## src/rtl/seg7_pkg.sv

```systemverilog
// Shared constants for the seven-segment scan driver: active-low segment
// patterns {a,b,c,d,e,f,g} (bit6=a, bit0=g), blank pattern, anode-off helper
// and the nibble decode function used by hex_to_seg7.
package seg7_pkg;

    localparam logic [6:0] SEG_0     = 7'b0000001;
    localparam logic [6:0] SEG_1     = 7'b1001111;
    localparam logic [6:0] SEG_2     = 7'b0010010;
    localparam logic [6:0] SEG_3     = 7'b0000110;
    localparam logic [6:0] SEG_4     = 7'b1001100;
    localparam logic [6:0] SEG_5     = 7'b0100100;
    localparam logic [6:0] SEG_6     = 7'b0100000;
    localparam logic [6:0] SEG_7     = 7'b0001111;
    localparam logic [6:0] SEG_8     = 7'b0000000;
    localparam logic [6:0] SEG_9     = 7'b0000100;
    localparam logic [6:0] SEG_A     = 7'b0001000;
    localparam logic [6:0] SEG_B     = 7'b1100000;
    localparam logic [6:0] SEG_C     = 7'b0110001;
    localparam logic [6:0] SEG_D     = 7'b1000010;
    localparam logic [6:0] SEG_E     = 7'b0110000;
    localparam logic [6:0] SEG_F     = 7'b0111000;
    localparam logic [6:0] SEG_BLANK = 7'h7F;

    // Widest display the driver supports; callers slice the anode mask down.
    localparam int MAX_DIGITS = 8;

    // All anodes released (active-low, so all ones) for the widest display.
    function automatic logic [MAX_DIGITS-1:0] anode_off();
        return {MAX_DIGITS{1'b1}};
    endfunction

    // Hex nibble to active-low cathode pattern.
    function automatic logic [6:0] seg_decode(input logic [3:0] nibble);
        logic [6:0] seg;
        case (nibble)
            4'h0:    seg = SEG_0;
            4'h1:    seg = SEG_1;
            4'h2:    seg = SEG_2;
            4'h3:    seg = SEG_3;
            4'h4:    seg = SEG_4;
            4'h5:    seg = SEG_5;
            4'h6:    seg = SEG_6;
            4'h7:    seg = SEG_7;
            4'h8:    seg = SEG_8;
            4'h9:    seg = SEG_9;
            4'hA:    seg = SEG_A;
            4'hB:    seg = SEG_B;
            4'hC:    seg = SEG_C;
            4'hD:    seg = SEG_D;
            4'hE:    seg = SEG_E;
            4'hF:    seg = SEG_F;
            default: seg = SEG_BLANK;
        endcase
        return seg;
    endfunction

endpackage

```

## src/rtl/hex_to_seg7.sv

```systemverilog
// Combinational hex-nibble to active-low seven-segment decoder.
module hex_to_seg7
    import seg7_pkg::*;
(
    input  logic [3:0] nibble_i,
    output logic [6:0] seg_o
);

    // Pure table lookup on the selected nibble.
    always_comb begin
        seg_o = seg_decode(nibble_i);
    end

endmodule

```

## src/rtl/seg7_scan_driver.sv

```systemverilog
// Time-multiplexed N-digit common-anode seven-segment driver. Digits are
// scanned round-robin, each slot opening with a dead-time gap with every
// anode off. Display inputs are captured once per frame (slot 0, cycle 0)
// so a frame never mixes old and new values.
module seg7_scan_driver
    import seg7_pkg::*;
#(
    parameter int NUM_DIGITS  = 4,
    parameter int REFRESH_DIV = 100000,
    parameter int DEADTIME    = 1000
) (
    input  logic                      clk,
    input  logic                      rst_n,
    input  logic                      en,
    input  logic [4*NUM_DIGITS-1:0]   value,
    input  logic [NUM_DIGITS-1:0]     dp_in,
    input  logic [NUM_DIGITS-1:0]     blank,
    input  logic                      lzb_en,
    output logic [NUM_DIGITS-1:0]     an,
    output logic [6:0]                ca,
    output logic                      dp,
    output logic                      frame_start
);

    localparam int IDX_W = (NUM_DIGITS > 1) ? $clog2(NUM_DIGITS) : 1;
    localparam int CNT_W = $clog2(REFRESH_DIV);

    localparam logic [CNT_W-1:0]      CNT_LAST = CNT_W'(REFRESH_DIV - 1);
    localparam logic [CNT_W-1:0]      DEAD_END = CNT_W'(DEADTIME);
    localparam logic [IDX_W-1:0]      IDX_LAST = IDX_W'(NUM_DIGITS - 1);
    localparam logic [MAX_DIGITS-1:0] AN_OFF_FULL = anode_off();
    localparam logic [NUM_DIGITS-1:0] AN_OFF = AN_OFF_FULL[NUM_DIGITS-1:0];

    // Scan position
    logic [CNT_W-1:0]        cnt_q, cnt_d;
    logic [IDX_W-1:0]        idx_q, idx_d;

    // Frame snapshot
    logic [4*NUM_DIGITS-1:0] snap_value_q;
    logic [NUM_DIGITS-1:0]   snap_dp_q;
    logic [NUM_DIGITS-1:0]   snap_blank_q;
    logic                    snap_lzb_q;
    logic                    take_snap_s;

    // Digit selection / blanking
    logic [NUM_DIGITS-1:0]   lead_zero_s;
    logic [NUM_DIGITS-1:0]   digit_blank_s;
    logic [NUM_DIGITS-1:0]   an_sel_s;
    logic [3:0]              nib_s;
    logic                    sel_dp_s;
    logic                    sel_blank_s;
    logic [6:0]              seg_s;

    // Output registers
    logic [NUM_DIGITS-1:0]   an_q, an_d;
    logic [6:0]              ca_q, ca_d;
    logic                    dp_q, dp_d;
    logic                    frame_start_q, frame_start_d;

    // Slot counter wraps at REFRESH_DIV-1 and advances the digit index.
    always_comb begin
        cnt_d = cnt_q + CNT_W'(1);
        idx_d = idx_q;
        if (cnt_q == CNT_LAST) begin
            cnt_d = '0;
            if (idx_q == IDX_LAST) begin
                idx_d = '0;
            end else begin
                idx_d = idx_q + IDX_W'(1);
            end
        end else begin
            idx_d = idx_q;
        end
    end

    // The first cycle of digit 0's slot is the frame boundary.
    always_comb begin
        take_snap_s = (cnt_q == '0) && (idx_q == '0);
    end

    // Leading-zero map (scanning down from the MSD) and per-digit blank.
    always_comb begin
        logic run_zero;
        run_zero      = 1'b1;
        lead_zero_s   = '0;
        digit_blank_s = '0;
        for (int i = NUM_DIGITS - 1; i >= 0; i--) begin
            run_zero       = run_zero && (snap_value_q[4*i +: 4] == 4'h0);
            lead_zero_s[i] = run_zero;
            // Digit 0 is never leading-zero blanked so zero reads as "0".
            if (i != 0) begin
                digit_blank_s[i] = snap_blank_q[i] | (snap_lzb_q & lead_zero_s[i]);
            end else begin
                digit_blank_s[i] = snap_blank_q[i];
            end
        end
    end

    // Mux out the active digit's nibble, dp request, blank flag and anode.
    always_comb begin
        nib_s       = 4'h0;
        sel_dp_s    = 1'b0;
        sel_blank_s = 1'b0;
        an_sel_s    = AN_OFF;
        for (int i = 0; i < NUM_DIGITS; i++) begin
            if (idx_q == IDX_W'(i)) begin
                nib_s       = snap_value_q[4*i +: 4];
                sel_dp_s    = snap_dp_q[i];
                sel_blank_s = digit_blank_s[i];
                an_sel_s[i] = 1'b0;
            end else begin
                an_sel_s[i] = 1'b1;
            end
        end
    end

    hex_to_seg7 u_dec (
        .nibble_i (nib_s),
        .seg_o    (seg_s)
    );

    // Next output values: dark during dead time or when disabled.
    always_comb begin
        an_d          = AN_OFF;
        ca_d          = SEG_BLANK;
        dp_d          = 1'b1;
        frame_start_d = take_snap_s;
        if (!en || (cnt_q < DEAD_END)) begin
            an_d = AN_OFF;
            ca_d = SEG_BLANK;
            dp_d = 1'b1;
        end else begin
            an_d = an_sel_s;
            ca_d = sel_blank_s ? SEG_BLANK : seg_s;
            dp_d = sel_blank_s ? 1'b1 : ~sel_dp_s;
        end
    end

    // Scan counters and output registers; reset aborts any slot in progress.
    always_ff @(posedge clk) begin
        if (!rst_n) begin
            cnt_q         <= '0;
            idx_q         <= '0;
            an_q          <= AN_OFF;
            ca_q          <= SEG_BLANK;
            dp_q          <= 1'b1;
            frame_start_q <= 1'b0;
        end else begin
            cnt_q         <= cnt_d;
            idx_q         <= idx_d;
            an_q          <= an_d;
            ca_q          <= ca_d;
            dp_q          <= dp_d;
            frame_start_q <= frame_start_d;
        end
    end

    // Frame snapshot of the display inputs, held for a whole frame.
    always_ff @(posedge clk) begin
        if (!rst_n) begin
            snap_value_q <= '0;
            snap_dp_q    <= '0;
            snap_blank_q <= '0;
            snap_lzb_q   <= 1'b0;
        end else if (take_snap_s) begin
            snap_value_q <= value;
            snap_dp_q    <= dp_in;
            snap_blank_q <= blank;
            snap_lzb_q   <= lzb_en;
        end else begin
            snap_value_q <= snap_value_q;
            snap_dp_q    <= snap_dp_q;
            snap_blank_q <= snap_blank_q;
            snap_lzb_q   <= snap_lzb_q;
        end
    end

    assign an          = an_q;
    assign ca          = ca_q;
    assign dp          = dp_q;
    assign frame_start = frame_start_q;

endmodule

```

## config.mk

```make
export PLATFORM = sky130hd
export DESIGN_NAME = seg7_scan_driver
export DESIGN_NICKNAME = d
export VERILOG_FILES = /design/src/rtl/seg7_pkg.sv /design/src/rtl/hex_to_seg7.sv /design/src/rtl/seg7_scan_driver.sv
export SDC_FILE = /design/constraint.sdc
export NUM_CORES = 1
export LEC_CHECK = 0
export CAP_MARGIN = 10
export CORE_MARGIN = 3
export CORE_UTILIZATION = 58
export DETAILED_ROUTE_END_ITERATION = 7
export PLACE_DENSITY = 0.89
export SYNTH_ARGS = -nofsm -noshare
export SYNTH_HDL_FRONTEND = slang
export SYNTH_SLANG_ARGS = --single-unit
```

## constraint.sdc

```tcl
create_clock -name clk -period 5.8 [get_ports clk]
set_input_delay 1.16 -clock clk [delete_from_list [all_inputs] [get_ports clk]]
set_output_delay 1.16 -clock clk [all_outputs]
set_load 0.05 [all_outputs]
```

==> results.sh, run 1 <==
export IMPL_cpPeakStageDelay_ps=870
export IMPL_synth_seq_area_share_pct=41.1
export IMPL_cts_resized=0
export IMPL_synth_top_cell_by_area="dfxtp_1"
export IMPL_postRouteAntennaNets=0
export IMPL_firstDrtPassIters=4
export IMPL_multi_input_area_um2=1480
export IMPL_p_int_mw=0.675
export IMPL_outcome="completed"
export IMPL_post_place_ws_ps=3120
export IMPL_synth_top_area_share_pct=41.1
export IMPL_mostFrequentLayoutCells="dfxtp_1, nand2_1, clkdlybuf4s50_1"
export IMPL_max_freq_ghz=0.368
export IMPL_power_frac_clock_pct=39.3
export IMPL_max_slew_margin_rel_pct=19.7
export IMPL_layout_setup_ws_ps=3080
export IMPL_die_y_um=75.2
export IMPL_initial_core_util_pct=61.7
export IMPL_end_kind="flop"
export IMPL_postCtsSetupRepairBufs=0
export IMPL_syn_num_nets=356
export IMPL_maxSlewViolCount=0
export IMPL_clock_latency_ps=340
export IMPL_clockRootBuffer="clkbuf_8"
export IMPL_route_detailed_wl_per_inst_um=14.4
export IMPL_hold_viol=0
export IMPL_synthesis_area_um2=2780
export IMPL_grt_setup_unrepaired="no"
export IMPL_cts_buffers=9
export IMPL_worstPathCellList="or4_4, or4_4, or3_1, nand2_1, a21oi_1"
export IMPL_critPathArrivalTime_ps=2910
export IMPL_tns_ps=0
export IMPL_routed_wl_um=5910
export IMPL_placed_cell_area_um2=3150
export IMPL_combPwrFrac_pct=14.0
export IMPL_diodes=0
export IMPL_wl_met1_um=2460
export IMPL_synth_area_leaders="dfxtp_1, nand2_1, a21oi_2"
export IMPL_ys_ff_latch=57
export IMPL_clk_pin_slew_ps=60
export IMPL_regArea_um2=1140
export IMPL_tritoncts="yes"
export IMPL_gp_congestion=0.855
export IMPL_switching_power_mw=0.242
export IMPL_area_growth_syn_to_layout_pct=20.0
export IMPL_dieArea_um2=5660
export IMPL_rows=24
export IMPL_final_util_pct=74.1
export IMPL_fin_area_um2=3340
export IMPL_wl_met3_um=375
export IMPL_grt_usage_pct=23.2
export IMPL_grt_overflow_total=0
export IMPL_grt_pass1_wl_um=9750
export IMPL_cts_sinks=57
export IMPL_drive_gt1_share_pct=17.1
export IMPL_final_common_cell="dfxtp_1"
export IMPL_muxShareOfSynthArea_pct=1.44
export IMPL_synth_avg_cell_area_um2=8.79
export IMPL_ctsHtreeMaxLevel=3
export IMPL_critPathRequiredTime_ps=6000
export IMPL_maxCapViolCount=0
export IMPL_topRoutingLayerUsed="met4"
export IMPL_synth_adder_area_share_pct=5.40
export IMPL_antenna_found_initial=0
export IMPL_power_leakage_nw=1.28
export IMPL_hp_class="flop to flop"
export IMPL_routed_wl_met2_um=3000
export IMPL_synth_edf_count=0
export IMPL_vdd_drop_max_uv=179
export IMPL_synth_compound_area_share_pct=14.4
export IMPL_setup_viol=0
export IMPL_finClkSkew_ps=7.62
export IMPL_cp_common_cell="or4_4"
export IMPL_synth_distinct_cells=47
export IMPL_fillCellCount=342
export IMPL_period_minus_slack_ps=2720
export IMPL_hold_buffers=0
export IMPL_die_w_um=75.2
export IMPL_finalCritPeriodShare_pct=46.8
export IMPL_vias=2305
export IMPL_io_pins=41
export IMPL_netSwitchingFraction_pct=26.4
export IMPL_routed_via_density=5.64
export IMPL_fin_nets=392
export IMPL_synth_ff_type="dfxtp_1"
export IMPL_drt_initial_drc_count=112
export IMPL_cp_max_fo=25
export IMPL_synth_xor_area_share_pct=5.04
export IMPL_total_power_mw=0.917
export IMPL_worst_pin_slew_ps=1210
export IMPL_grt_max_degree=29
export IMPL_async_flop_share_pct=0
export IMPL_cts_buffer_depth=2
export IMPL_coreArea_um2=4500
export IMPL_numPortBuffers=40
export IMPL_synth_top_family_by_area="simple AND/OR/NAND/NOR gates"
export IMPL_drt_drc_violations_left=0
export IMPL_crit_path_start_kind="flop"
export IMPL_pwr_share_seq_pct=46.7
export IMPL_dp_hpwl_um=4040
export IMPL_critPathSlowestCell="or3_1"
export IMPL_syn_inst=316
export IMPL_p_per_area_nw_per_um2=275
export IMPL_grt_pass1_vias=2165
export IMPL_critical_path_class="flop to flop"
export IMPL_ys_warnings_count=0
export IMPL_synthSimpleGateAreaFrac_pct=27.1
-- synthesized netlist by cell type (all sizes together) (2+ instances only) --
cell and number:
nand2 73, dfxtp 57, a21oi 30, nor2 26, inv 13, ha 12
xor2 11, clkbuf 9, nand3 8, buf 7, nor4 7, nand4 6
xnor2 5, mux2i 4, nand3b 4, nor3b 4, a211o 3, nor2b 3
o221ai 3, or3 3, a311oi 2, and3 2, and4 2, nor3 2
o211ai 2, o21ai 2, or4 2
-- cells by family (layout without fill, tap and decap cells) --
kind of cell	count (synthesis)	count (layout)
xor gates and xnor gates	16	16
AOI/OAI and AO/OA	51	51
muxes	4	4
and+or+nand+nor	147	147
DFF	57	57
buffers and inverters	29	70
adders and majority gates	12	12
-- registers in the layout, indices dropped and copies added, names as in the netlist --
| signal | cells |
|---|---|
| snap_value_q | 16 |
| snap_lzb_q | 1 |
| snap_blank_q | 4 |
| cnt_q | 17 |
| snap_dp_q | 4 |
| idx_q | 2 |
| dp | 1 |
| ca | 7 |
| an | 4 |
| frame_start | 1 |
-- critical path, delay by kind of cell (launching register included) --
family	cells	cell delay (ps)
AO/OA/AOI/OAI	1	80
flip-flops	1	340
AND/OR/NAND/NOR	4	2140
-- through the flow --
stage | cells | hold WS (ps)
2_1_floorplan | 316 | 431
3_3_place_gp | 393 | 440
3_5_place_dp | 393 | 445
4_1_cts | 409 | 460
5_1_grt | 409 | 469
6_report | 409 | 460
-- final cells by class --
cell class	count	area share, %
Multi-Input combinational cell	230	44.5
Sequential cell	57	34.2
Timing Repair Buffer	41	12.2
Clock buffer	13	4.46
Tap cell	52	1.95
Inverter	13	1.46
Clock inverter	3	1.20
-- final timing paths --
kind,from,to,slack [ps],cells past startpoint
min,snap_dp_q[1],snap_dp_q[1],460,2
max reg2reg,cnt_q[14],snap_dp_q[3],3080,5
max,cnt_q[14],snap_dp_q[3],3080,5
min reg2reg,snap_dp_q[1],snap_dp_q[1],460,2
-- routing by layer --
| metal | global-route usage, % | vias to the layer above |
|---|---|---|
| met4 | 8.74 | 0 |
| met2 | 38.8 | 58 |
| met1 | 26.2 | 1092 |
| met3 | 9.88 | 9 |
| met5 | 0 | - |
| li1 | - | 1146 |
-- power groups by stage --
stage / registers [mW] / clock network (mW) / logic [mW]
detailed placement: 0.436 / 0 / 0.128
global placement: 0.435 / 0 / 0.125
finish: 0.428 / 0.361 / 0.128
floorplan: 0.434 / 0 / 0.102
global route: 0.430 / 0.387 / 0.142
CTS: 0.428 / 0.366 / 0.129
(Power assumes the default switching activity.)
==> run 2: changes to the inputs <==
--- a/config.mk
+++ b/config.mk
@@ -7,9 +7,9 @@
 export LEC_CHECK = 0
 export CAP_MARGIN = 10
 export CORE_MARGIN = 3
-export CORE_UTILIZATION = 58
+export CORE_UTILIZATION = 49
 export DETAILED_ROUTE_END_ITERATION = 7
-export PLACE_DENSITY = 0.89
+export PLACE_DENSITY = 0.8
 export SYNTH_ARGS = -nofsm -noshare
 export SYNTH_HDL_FRONTEND = slang
 export SYNTH_SLANG_ARGS = --single-unit
==> constraint.sdc (replaced) <==
create_clock -name clk -period 2.3 [get_ports clk]
set_input_delay 0.46 -clock clk [delete_from_list [all_inputs] [get_ports clk]]
set_output_delay 0.46 -clock clk [all_outputs]
set_load 0.05 [all_outputs]
==> results.sh, run 2 (synthesis results as in run 1) <==
export IMPL_outcome="completed"
export IMPL_grt_pass1_wl_um=9690
export IMPL_finClkSkew_ps=5.96
export IMPL_hold_buffers=0
export IMPL_coreArea_um2=5300
export IMPL_dieArea_um2=6610
export IMPL_cp_common_cell="or4_4"
export IMPL_p_per_area_nw_per_um2=655
export IMPL_drive_gt1_share_pct=22.1
export IMPL_clk_pin_slew_ps=60
export IMPL_firstDrtPassIters=5
export IMPL_hold_ws_ps=460
export IMPL_grt_pass1_vias=2075
export IMPL_final_common_cell="dfxtp_1"
export IMPL_fin_nets=407
export IMPL_gp_congestion=0.846
export IMPL_drt_drc_violations_left=0
export IMPL_critPathArrivalTime_ps=2410
export IMPL_period_minus_slack_ps=2210
export IMPL_critical_path_class="flop to flop"
export IMPL_fillCellCount=429
export IMPL_route_detailed_wl_per_inst_um=13.3
export IMPL_reg2reg_depth=6
export IMPL_antenna_found_initial=0
export IMPL_die_y_um=81.3
export IMPL_mostFrequentLayoutCells="dfxtp_1, nand2_1, clkdlybuf4s50_1"
export IMPL_numPortBuffers=40
export IMPL_cts_buffers=9
export IMPL_power_leakage_nw=1.35
export IMPL_vias=2296
export IMPL_critPathRequiredTime_ps=2500
export IMPL_hold_viol=0
export IMPL_dp_hpwl_um=4190
export IMPL_tns_ps=0
export IMPL_crit_path_start_kind="flop"
export IMPL_largest_reg_flops=17
export IMPL_worstPathCellList="or4_4, or4_4, or3_1, buf_4, nand2_1, a21oi_1"
export IMPL_postCtsSetupRepairBufs=0
export IMPL_rows=26
export IMPL_diodes=0
export IMPL_routed_via_density=5.21
export IMPL_max_slew_margin_rel_pct=51.4
export IMPL_io_pins=41
export IMPL_grt_overflow_total=0
export IMPL_finalCritPeriodShare_pct=96.1
export IMPL_regArea_um2=1140
export IMPL_postRouteAntennaNets=0
export IMPL_place_inst=426
export IMPL_cpPeakStageDelay_ps=520
export IMPL_drt_initial_drc_count=123
export IMPL_hp_class="flop to flop"
export IMPL_instances_no_fill=441
export IMPL_ctsHtreeMaxLevel=3
export IMPL_multi_input_area_um2=1500
export IMPL_grt_usage_pct=19.2
export IMPL_max_freq_ghz=0.452
export IMPL_routed_wl_um=5890
export IMPL_maxSlewViolCount=0
export IMPL_grt_max_degree=20
export IMPL_min_path_cells=2
export IMPL_end_kind="flop"
export IMPL_clockRootBuffer="clkbuf_8"
export IMPL_tritoncts="yes"
export IMPL_cp_max_fo=14
export IMPL_cts_buffer_depth=2
export IMPL_regMostFlops="cnt_q"
export IMPL_maxCapViolCount=0
export IMPL_critPathSlowestCell="or4_4"
export IMPL_setup_viol=0
export IMPL_vdd_drop_max_uv=403
export IMPL_worst_pin_slew_ps=722
export IMPL_total_power_mw=2.28
export IMPL_initial_core_util_pct=52.4
export IMPL_die_w_um=81.3
export IMPL_area_growth_syn_to_layout_pct=25.0
export IMPL_clock_latency_ps=340
export IMPL_grt_setup_unrepaired="no"
export IMPL_cts_sinks=57
-- run 2: worst paths after layout --
path	endpoint	slack, ps	start
max	snap_blank_q[0]	90	cnt_q[13]
min	snap_blank_q[0]	460	snap_blank_q[0]
max reg2reg	snap_blank_q[0]	90	cnt_q[13]
min reg2reg	snap_blank_q[0]	460	snap_blank_q[0]
-- run 2: area by class of cell --
type / instances / area share (%)
flip-flops and latches: 57 / 32.9
well taps: 70 / 2.52
repair buffers: 56 / 15.0
clock inverters: 3 / 0.432
multi-input cells: 230 / 43.0
clock buffers: 12 / 4.75
inverters: 13 / 1.40
-- run 2: per-layer routing --
layer | wire (um) | global-route usage [%] | vias up
met5 | 0 | 0 | -
met4 | 130 | 9.63 | 0
met3 | 302 | 6.10 | 11
met2 | 2790 | 29.4 | 47
met1 | 2660 | 24.2 | 1058
li1 | - | - | 1180
-- run 2: through the flow --
step           setup WS (ps)  utilization (%)  instance area (um^2)
6_report                89.1             65.5                  3470
5_1_grt                0.610             65.5                  3470
4_1_cts                 39.0             65.4                  3470
3_5_place_dp            18.7             61.9                  3280
3_3_place_gp            73.7             61.9                  3280
2_1_floorplan           31.5                -                  2780
-- run 2: repair_timing --
action,in CTS,in global routing
pin swaps,0,1
setup endpoints to repair,2,5
gates resized for setup,1,3
-- run 2: report_power, final --
group          internal [mW]  switching (mW)
combinational          0.160           0.195
clock                  0.467           0.376
sequential              1.04          0.0417
-- run 2: critical path: cells and delay by family, from the launching register on --
family / cells / cell delay (ps)
AO/OA/AOI/OAI: 1 / 50
flip-flops: 1 / 330
buffers and inverters: 1 / 220
AND/OR/NAND/NOR: 4 / 1470
==> run 3: changes to the inputs <==
--- a/config.mk
+++ b/config.mk
@@ -5,7 +5,7 @@
 export SDC_FILE = /design/constraint.sdc
 export NUM_CORES = 1
 export LEC_CHECK = 0
-export CAP_MARGIN = 10
+export CAP_MARGIN = 30
 export CORE_MARGIN = 3
 export CORE_UTILIZATION = 49
 export DETAILED_ROUTE_END_ITERATION = 7
==> results of run 3 <==
Same layout as run 2: the final DEF is identical, and so are final timing and power.
==> edit, RTL diff (config.mk and constraints of run 3) <==
Set the parameter `REFRESH_DIV` to 25000 (it was 100000).
--- a/src/rtl/seg7_scan_driver.sv
+++ b/src/rtl/seg7_scan_driver.sv
@@ -6,7 +6,7 @@
     import seg7_pkg::*;
 #(
     parameter int NUM_DIGITS  = 4,
-    parameter int REFRESH_DIV = 100000,
+    parameter int REFRESH_DIV = 25000,
     parameter int DEADTIME    = 1000
 ) (
     input  logic                      clk,
Function: no difference found for any inputs over 10 cycles, from zero or initial values and one cycle with rst_n low; that may be too few to reach the edited logic, so the function may still have changed.
==> edit against run 3 <==
  * Final area is 4.9% lower
  * Area after synthesis down 2.2%
  * Power down 16%
  * Setup slack improved by 0.070 ns
  * Sequential cell count decreased by 2
  * Routed wire length is 8.3% lower
  * Largest cell class unchanged
  * Largest power group unchanged
==> edit: results (changes against run 3) <==
[cells_and_area] most flop-heavy register snap_value_q
[worst_setup_path] cell with the biggest individual delay on the critical path sky130_fd_sc_hd__a221o_1
[drt] vias after detailed routing 2,181 [-5.0%]
[worst_setup_path] Arr. time, crit path 2.38 ns [-0.03 ns]
[worst_setup_path] count of cells along the worst register-to-register path 9 [+3]
[worst_setup_path] R2R Path End ca[3]
[worst_setup_path] peak fanout along the critical path 13 [-1]
[min_path] end point of the most critical hold path snap_lzb_q
[clock_tree] number of buffers inserted during clock tree synthesis 5 [-4]
[logic_synthesis] largest cells by area after synthesis sky130_fd_sc_hd__dfxtp_1 (40%), sky130_fd_sc_hd__nand2_1 (6.6%), sky130_fd_sc_hd__a21oi_2 (6.4%)
[clock_tree] clock latency on the worst-skew pair 0.30 ns [-0.04 ns]
[min_path] Hold Path Origin snap_lzb_q
[cells_and_area] ratio of cells with drive above 1 in the final layout 20.96% [-1.1 points]
[pwr] cell leakage power 0.001249 uW [-7.5%]
[timing] worst slew margin relative to its limit 66.49% [+15 points]
[logic_synthesis] commonest cells in the netlist sky130_fd_sc_hd__dfxtp_1 (55), sky130_fd_sc_hd__nand2_1 (48), sky130_fd_sc_hd__nor2_1 (27)
[clock_tree] clock transition at the registers of the reported paths 0.09 ns [+0.03 ns]
[status] result of the run finished clean
[worst_setup_path] sort of element at the start of the critical path flip-flop
[drt] Routed wire per std cell 12.76 um [-4.4%]
[cells_and_area] Filler Cells Inserted 441 [+2.8%]
[logic_synthesis] adder-cell share of the synthesized area 5.522% [+0.12 points]
[worst_setup_path] delay of the slowest critical-path stage 0.40 ns [-0.12 ns]
[global_route] Global Route Usage Sum 17.86% [-1.4 points]
[logic_synthesis] xor-xnor portion of the synthesized cell area 4.188% [-0.86 points]
[logic_synthesis] Syn Nets 348 [-2.2%]
[logic_synthesis] mux share of post-synthesis cell area 0.7363% [-0.70 points]
[clock_tree] number of levels in the clock H-tree 2 [-1]
[logic_synthesis] post-synthesis compound-gate area fraction 15.69% [+1.3 points]
[worst_setup_path] Reg2Reg Setup Slack 0.16 ns [+0.07 ns]
[pwr] Peak VDD IR 0.0002706 V [-33%]
[global_route] vias in the first global route 2,078 [+0.14%]
[cells_and_area] flip-flop count of the largest register after layout 16 [-1]
[timing] setup clock skew after layout 0.005779 ns [-0.0001789 ns]
[timing] Min Hold Slack 0.4636 ns [+0.003998 ns]
[drt] number of DRC markers in iteration 0 133 [+8.1%]
[placement] post-detail-place hpwl 4.038 mm [-3.6%]
[global_route] pin count of the biggest net entering global routing 26 [+30%]
[drt] first-pass iteration count of the detailed router 4 [-1]
[worst_setup_path] Crit Reg-Reg Startpoint idx_q[1]
[logic_synthesis] number of unique standard cell types used by synthesis 54 [+15%]
[min_path] Hold Path Depth 2 [unchanged]
[cells_and_area] net total in the final layout 393 [-3.4%]
[global_route] global-route wire length before repair 9.266 mm [-4.4%]
[logic_synthesis] portion of the post-synthesis area used by sequential elements 40.50% [-0.57 points]
[placement] weighted congestion reported at the end of routability-driven placement 0.8708 [+2.9%]
edit: cell count changes in the layout (fill, tap and decap cells not counted), moves of 3 or more:
cell,before,now
sky130_fd_sc_hd__clkbuf_8,12,6
sky130_fd_sc_hd__nand4_1,6,3
sky130_fd_sc_hd__a211oi_1,1,5
sky130_fd_sc_hd__buf_4,16,12
sky130_fd_sc_hd__nand2_1,53,48
sky130_fd_sc_hd__xor2_1,11,7
sky130_fd_sc_hd__nor4_1,7,3
sky130_fd_sc_hd__nor3_1,1,5
edit: worst max path at each step:
stage	slack [ns]	endpoint
2_1_floorplan	0.07	ca[3]
3_3_place_gp	0.18	ca[6]
3_5_place_dp	0.1	ca[4]
4_1_cts	0.06	ca[4]
5_1_grt	-0.004	ca[1]
6_report	0.16	ca[3]
edit: cell families (layout without fill, tap and decap cells):
| family | count (synthesis) | in the layout |
|---|---|---|
| compound gates | 55 | 55 |
| buf+inv | 25 | 70 |
| xor+xnor | 13 | 13 |
| fa+ha+maj | 12 | 12 |
| flops | 55 | 55 |
| simple gates | 146 | 146 |
| mux | 2 | 2 |
edit: where the power goes:
group | switching [uW] | internal, uW | total, uW
sequential | 41.6 | 1000 | 1040
combinational | 185 | 156 | 341
clock | 292 | 237 | 529
total | 518 | 1390 | 1910
edit: worst max-delay path: cells and delay by family, from the launching register on:
family,cells,cell delay (ns)
adder cells (fa/ha/maj),2,0.52
AO/OA/AOI/OAI,2,0.52
buffers and inverters,2,0.24
flip-flops,1,0.39
AND/OR/NAND/NOR,3,0.42
edit: what timing repair did:
item,4_1_cts,5_1_grt
hold buffers,0,0
resized for setup,0,5
endpoints found under the setup margin,0,32
setup buffers,0,1
edit: area by class of cell:
class / instances / area share [%]
clock inverter: 1 / 0.1514
timing repair buffer: 52 / 14.84
inverter: 11 / 1.249
tap: 70 / 2.650
multi-input combinational: 228 / 45.31
clock buffer: 6 / 2.498
sequential: 55 / 33.31
edit: layer usage:
layer  part of all wire (%)  routed length (um)  global-route usage, %
met3                    5.0                 269                  3.700
met5                      0                   0                      0
met4                    1.2                  65                  5.405
met1                     45                2448                  22.44
met2                     48                2611                  30.55
edit: per-stage QoR:
| step | worst slack, ns | power, uW | cell area, um^2 | cells |
|---|---|---|---|---|
| finish | 0.1592 | 1912 | 3306 | 423 |
| global route | -0.004207 | 2006 | 3306 | 423 |
| CTS | 0.06474 | 1923 | 3283 | 422 |
| detailed placement | 0.09609 | 1402 | 3196 | 415 |
| global placement | 0.1811 | 1397 | 3196 | 415 |
| floorplan | 0.06692 | 1311 | 2725 | 308 |
